### config.mk
export PLATFORM = sky130hd
export DESIGN_NAME = mem_sram_responder
export DESIGN_NICKNAME = d
export VERILOG_FILES = /design/src/rtl/mem_sram_responder.sv
export SDC_FILE = /design/constraint.sdc
export NUM_CORES = 1
export LEC_CHECK = 0
export CAP_MARGIN = 20
export CORE_MARGIN = 3
export CORE_UTILIZATION = 47
export CTS_BUF_LIST = sky130_fd_sc_hd__clkbuf_8
export DETAILED_ROUTE_END_ITERATION = 12
export PLACE_DENSITY = 0.88
export SLEW_MARGIN = 0
export SYNTH_ARGS = -nofsm -noshare
export SYNTH_HDL_FRONTEND = slang
export SYNTH_SLANG_ARGS = --single-unit
### constraint.sdc
create_clock -name clk -period 3.6 [get_ports clk]
set_clock_uncertainty 0.2 [all_clocks]
set_input_delay 0.36 -clock clk [delete_from_list [all_inputs] [get_ports clk]]
set_output_delay 0.36 -clock clk [all_outputs]
set_load 0.01 [all_outputs]
### src/rtl/mem_sram_responder.sv
// MEM-stage data responder: each 32-bit word access becomes two 16-bit
// asynchronous SRAM accesses (LO then HI). Optional range check: MEM_BOUNDS_CHECK_EN.
module mem_sram_responder #(
    parameter int unsigned ADDR_BASE   = 1024,
    parameter int unsigned SRAM_AW     = 18,
    parameter int unsigned WAIT_CYCLES = 1
) (
    input  logic               clk,
    input  logic               rst,
    input  logic               mem_r_en,
    input  logic               mem_w_en,
    input  logic [31:0]        addr,
    input  logic [31:0]        wr_data,
    output logic [31:0]        rd_data,
    output logic               ready,
    output logic [SRAM_AW-1:0] sram_addr,
    output logic [15:0]        sram_dq_out,
    input  logic [15:0]        sram_dq_in,
    output logic               sram_dq_oe,
    output logic               sram_we_n
`ifdef MEM_BOUNDS_CHECK_EN
    ,
    output logic               err
`endif
);

    localparam int unsigned CW = (WAIT_CYCLES > 0) ? $clog2(WAIT_CYCLES + 1) : 1;
    localparam logic [CW-1:0] CNT_LAST = CW'(WAIT_CYCLES);

    typedef enum logic [1:0] {
        IDLE = 2'd0,
        LO   = 2'd1,
        HI   = 2'd2,
        DONE = 2'd3
    } state_t;

    state_t                 state_reg;
    state_t                 state_next;
    logic [CW-1:0]          cnt_reg;
    logic                   is_write_reg;
    logic [SRAM_AW-2:0]     word_reg;
    logic [31:0]            wdata_reg;

    logic                   req;
    logic                   accept;
    logic                   phase_last;
    logic [31:0]            offset;
    logic                   unused_offset_bits;

    assign req        = mem_r_en | mem_w_en;
    assign accept     = (state_reg == IDLE) && req;
    assign phase_last = (cnt_reg == CNT_LAST);

    // Word index is offset>>2; bits above the SRAM size are dropped so the map wraps.
    assign offset             = addr - 32'(ADDR_BASE);
    assign unused_offset_bits = ^{offset[1:0], offset[31:SRAM_AW+1]};

`ifdef MEM_BOUNDS_CHECK_EN
    logic out_of_range;
    assign out_of_range = (addr < 32'(ADDR_BASE)) || (|offset[31:SRAM_AW+1]);
`endif

    // State register
    always_ff @(posedge clk) begin
        if (!rst) begin
            state_reg <= IDLE;
        end else begin
            state_reg <= state_next;
        end
    end

    // Next-state logic
    always_comb begin
        state_next = state_reg;
        case (state_reg)
            IDLE: begin
                if (req) begin
`ifdef MEM_BOUNDS_CHECK_EN
                    state_next = out_of_range ? DONE : LO;
`else
                    state_next = LO;
`endif
                end
            end
            LO:      if (phase_last) state_next = HI;
            HI:      if (phase_last) state_next = DONE;
            DONE:    state_next = IDLE;
            default: state_next = IDLE;
        endcase
    end

    // Output logic; the SRAM pins are driven from the request captured at accept
    // so a master dropping its enables mid-access cannot corrupt the strobe.
    always_comb begin
        ready       = ((state_reg == IDLE) && !req) || (state_reg == DONE);
        sram_addr   = '0;
        sram_dq_out = '0;
        sram_dq_oe  = 1'b0;
        sram_we_n   = 1'b1;
        case (state_reg)
            LO: begin
                sram_addr = {word_reg, 1'b0};
                if (is_write_reg) begin
                    sram_dq_out = wdata_reg[15:0];
                    sram_dq_oe  = 1'b1;
                    sram_we_n   = 1'b0;
                end
            end
            HI: begin
                sram_addr = {word_reg, 1'b1};
                if (is_write_reg) begin
                    sram_dq_out = wdata_reg[31:16];
                    sram_dq_oe  = 1'b1;
                    sram_we_n   = 1'b0;
                end
            end
            default: begin
            end
        endcase
    end

    // Phase counter: restarts at zero for each half-access.
    always_ff @(posedge clk) begin
        if (!rst) begin
            cnt_reg <= '0;
        end else if (((state_reg == LO) || (state_reg == HI)) && !phase_last) begin
            cnt_reg <= cnt_reg + 1'b1;
        end else begin
            cnt_reg <= '0;
        end
    end

    // Request capture
    always_ff @(posedge clk) begin
        if (!rst) begin
            is_write_reg <= 1'b0;
            word_reg     <= '0;
            wdata_reg    <= '0;
        end else if (accept) begin
            is_write_reg <= mem_w_en;
            word_reg     <= offset[SRAM_AW:2];
            wdata_reg    <= wr_data;
        end
    end

    // Read data: each half is sampled on the last cycle of its phase.
    always_ff @(posedge clk) begin
        if (!rst) begin
            rd_data <= '0;
        end else begin
`ifdef MEM_BOUNDS_CHECK_EN
            if (accept && out_of_range) begin
                rd_data <= '0;
            end
`endif
            if ((state_reg == LO) && phase_last && !is_write_reg) begin
                rd_data[15:0] <= sram_dq_in;
            end
            if ((state_reg == HI) && phase_last && !is_write_reg) begin
                rd_data[31:16] <= sram_dq_in;
            end
        end
    end

`ifdef MEM_BOUNDS_CHECK_EN
    always_ff @(posedge clk) begin
        if (!rst) begin
            err <= 1'b0;
        end else if (accept && out_of_range) begin
            err <= 1'b1;
        end
    end
`endif

endmodule
# [After elaboration in Yosys (flattened, before gate mapping)]
# Index checks and enable logic that the tools add are counted.
[totals] output_inout_bits=69 regBits=85 in_bits=84 word_cells=44
[classes] n_addsub=2 reduce_logical=16 n_eq_ne=6 n_bitwise=1 mux=12
[op_table] op="18-bit case mux with 2 select lines" n=1
[op_table] op="16-bit 2-to-1 mux" n=2
[op_table] op="16-bit case mux with 2 select lines" n=1
[op_table] op="19-bit by 11-bit subtractor with 19-bit output, second input constant" n=1
[op_table] op="2-bit case mux with 4 select lines" n=1
[op_table] op="1-bit logical AND" n=7
[op_table] op="2-bit 2-to-1 mux" n=3
[op_table] op="2-bit != test, second input constant" n=3
[op_table] op="2-bit equality test, second input constant" n=2
[op_table] op="1-bit 2-to-1 mux" n=4
[op_table] op="1-bit logical NOT" n=3
[op_table] op="3-bit AND reduction" n=1
[op_table] op="2-bit by 1-bit equality test with 1-bit output, second input constant" n=1
[op_table] op="2-bit logical NOT" n=1
[op_table] op="1-bit logical OR" n=2
[op_table] op="2-bit AND reduction" n=1
[op_table] op="2-bit OR reduction" n=1
[op_table] op="1-bit adder, second input constant" n=1
[op_table] op="1-bit bitwise OR" n=1

# [Logic depth before layout (Yosys ltp)]
[depth] word_depth=4 mapped_depth=7 ltp_nobuf=5

# [Least setup slack after synthesis]
# No wires, ideal clock.
[synth_timing] path_type="flip-flop to output port" start="register state_reg[0]" end="output sram_dq_out[0]" setup_slack_ps=1597 n_path_buf=2 stages_incl_launch_ff=7 required_ps=3040 t_arrival_ps=1443 path_cell_list="dfxtp_1 > inv_1 > ha_1 > buf_2 > buf_1 > a22oi_1 > nor2_1"
[synth_via] elab_chain_len=2 word_cells_on_any_way=3 classes_between="eq/ne: 2; mux: 1"
[synth_rtl] element="start, declared" line_no="37" source="state_t state_reg;"
[synth_rtl] element="start signal, assigned" line_no="68" source="state_reg <= state_next;"
[synth_rtl] element="2-bit equality test or 2-bit by 1-bit equality test with 1-bit output (tied branches)" line_no="100" source="case (state_reg)"
[synth_rtl] element="16-bit case mux with 2 select lines (*)" line_no="100"
[synth_rtl] element="end, declared" line_no="17" source="output logic [15:0] sram_dq_out,"
# Every way passes the cells marked *; elsewhere a longest branch is shown, timed or not.

# [Worst setup path in the final report]
[layout_timing] start="register state_reg[0]" end="output sram_dq_out[9]"
# The elaborated chain is that of the path after synthesis.

==> out/qor.txt <==
Syn Area/Cell -> 7.74 sq um
Outcome -> complete, no violations
Die ar. -> 8420 sq um
Num CTS Buffers -> 9
Number of DRC markers in iteration 0 -> 191
CP max stage cell -> clkdlybuf4s50_1
Leak pwr -> 1.80 nW
Clk Tree Root Cell -> clkbuf_8
Total gr overflow -> 0
Max Freq -> 332 MHz
Unique masters post-synth -> 33
Post-DP HPWL -> 7100 um
FF+latch count, synth -> 85
CP endpoint kind -> output port
Tot Pwr -> 2.82 mW
RSZ-0062 raised after global routing -> no
Layout area overhead -> 46.6%
Diodes inserted -> 0
Port Buf Inserts -> 137
Setup violations, final -> 0
Worst min-delay path class -> reg -> reg
Sequential fraction of the synthesis area -> 0.492
Worst IR Drop VDD -> 0.000290 V
Vias per cell -> 5.15
Top-Level Pins -> 153
Final #Nets -> 661
Starting density of the core -> 0.495
Register area -> 1700 sq um
Worst-path clk slew -> 0.09 ns
Wirelength per Cell -> 14.9 um
Synth Warn # -> 0
CTS tree -> yes
Critical path, cell by cell -> inv_1 > ha_1 > nand2_1 > nor2_1 > clkdlybuf4s50_1
PD cells -> 556 nW/um^2
Total wire length -> 9990 um
Relative slew slack -> 0.438
Cts hold-fix bufs -> 0
Final min period -> 3.01 ns
Drc violations -> 0
Postcts setup bufs -> 0
Placeable Area -> 6980 sq um
Post_cts resized -> 0
Vias in the first global route -> 3,285
Reported max-cap violation count -> 0
# fillers -> 558
Cell Area, Synth -> 3460 sq um
Commonest non-fill, non-tap cells in the layout -> nand2_1 (147), clkdlybuf4s50_1 (137), dfxtp_1 (85)
Setup CP Type -> reg -> out
Final Hold Viols -> 0
Worst-Margin Slew -> 0.835 ns
Share of layout cells above drive strength 1 -> 0.0469
Startpoint Class -> flop
Vias -> 3,460
Fin crit share -> 0.837
CP max stage delay -> 0.57 ns
DRT Pass-1 Iters -> 5
Max H-tree Level -> 3
Clock buffer depth -> 2
Worst Path Arrival -> 2.45 ns
Die Wd -> 91.8 um
Multi-input logic area -> 1630 sq um
CP bufs+invs -> 2
Mapped Cells -> 447
Clock Latency Late Sink -> 0.34 ns
Total GRT Usage -> 0.231
ANT nets after route -> 0
Clk sinks -> 85
Pin count of the biggest net entering global routing -> 47
Top delay family on crit path -> simple AND/OR/NAND/NOR gates
Setup Total Neg Slack -> 0 ns
Initial antenna violation count -> 0
Fin. max-slew vios -> 0
CP Max Fanout -> 18
WP data required -> 3.04 ns
Routability cong. -> 0.815
First-pass GRT wire length -> 15,900 um
Die height -> 91.8 um
Row Count -> 30
Commonest non-fill, non-tap cell in the layout -> nand2_1
Syn Nets -> 537
## per-layer routing
layer / share of wire / track usage / vias to the layer above
li1: - / - / 1732
met1: 0.42 / 0.282 / 1610
met2: 0.51 / 0.400 / 104
met3: 0.058 / 0.0550 / 14
met4: 0.017 / 0.0767 / 0
met5: 0 / 0 / -
## kinds of logic after synthesis
logic type | count (synthesis) | share of synthesized area
AND/OR/NAND/NOR | 204 | 0.254
buffers and inverters | 36 | 0.0409
AO/OA/AOI/OAI | 114 | 0.186
flip-flops | 85 | 0.492
adder cells (fa/ha/maj) | 6 | 0.0217
XOR/XNOR | 2 | 0.00507
## path summary, 6_finish.rpt
path	from	end	slack (ns)	cells after the start
worst max-delay path	state_reg[0]$_SDFFE_PN0P_	sram_dq_out[9]	0.59	5
worst min register to register	word_reg[4]$_SDFFE_PN0P_	word_reg[4]$_SDFFE_PN0P_	0.26	2
worst min-delay path	word_reg[4]$_SDFFE_PN0P_	word_reg[4]$_SDFFE_PN0P_	0.26	2
worst max register to register	state_reg[1]$_SDFFE_PN0P_	wdata_reg[31]$_SDFFE_PN0P_	1.33	6
## Yosys cell counts
cell	count	area, sq um
a211oi_1	6	45.0
a21o_1	1	7.51
a21oi_1	76	380
a22oi_1	16	120
a311oi_1	1	8.76
a31oi_1	2	12.5
and2_1	17	106
and3b_1	2	17.5
and4_1	3	26.3
buf_1	3	11.3
buf_2	5	25.0
clkbuf_1	22	82.6
dfxtp_1	85	1700
ha_1	6	75.1
inv_1	5	18.8
inv_2	1	3.75
nand2_1	147	552
nand2b_1	1	6.26
nand3_1	1	5.00
nand3b_1	2	15.0
nor2_1	20	75.1
nor3_1	4	20.0
nor3b_1	3	22.5
nor4_1	1	6.26
o21a_1	2	15.0
o21ai_0	7	35.0
o21ai_1	1	5.00
o21bai_1	1	7.51
o31ai_1	1	7.51
or3_1	1	6.26
or3b_2	1	8.76
or4_4	1	11.3
xnor2_1	2	17.5
## per-stage QoR
step | util | instances | hold slack, ns | setup WS (ns) | area [sq um]
3_5_place_dp | 0.700 | 656 | 0.246 | 0.946 | 4890
5_1_grt | 0.726 | 672 | 0.279 | 0.469 | 5070
6_report | 0.726 | 672 | 0.256 | 0.587 | 5070
3_3_place_gp | 0.700 | 656 | 0.239 | 0.992 | 4890
2_1_floorplan | - | 447 | 0.232 | 1.60 | 3460
4_1_cts | 0.726 | 672 | 0.258 | 0.588 | 5070
## power breakdown
group,internal (mW),switching [mW],total (mW),leakage (nW)
logic,0.409,0.594,1.00,1.02
registers,1.10,0.0887,1.19,0.696
clock network,0.273,0.352,0.625,0.0853
## final cells by class
class                   count  share of cell area
clock inverters             6             0.00888
multi-input cells         326               0.321
flip-flops and latches     85               0.336
well taps                  96              0.0237
inverters                   6             0.00444
repair buffers            143               0.279
clock buffers              10              0.0271
## worst min-delay path, stage by stage (launching register included)
cell     delay, ns
dfxtp_1       0.31
nand2_1       0.05
a21oi_1       0.05
Note: power is estimated with default switching activity, not from simulation.
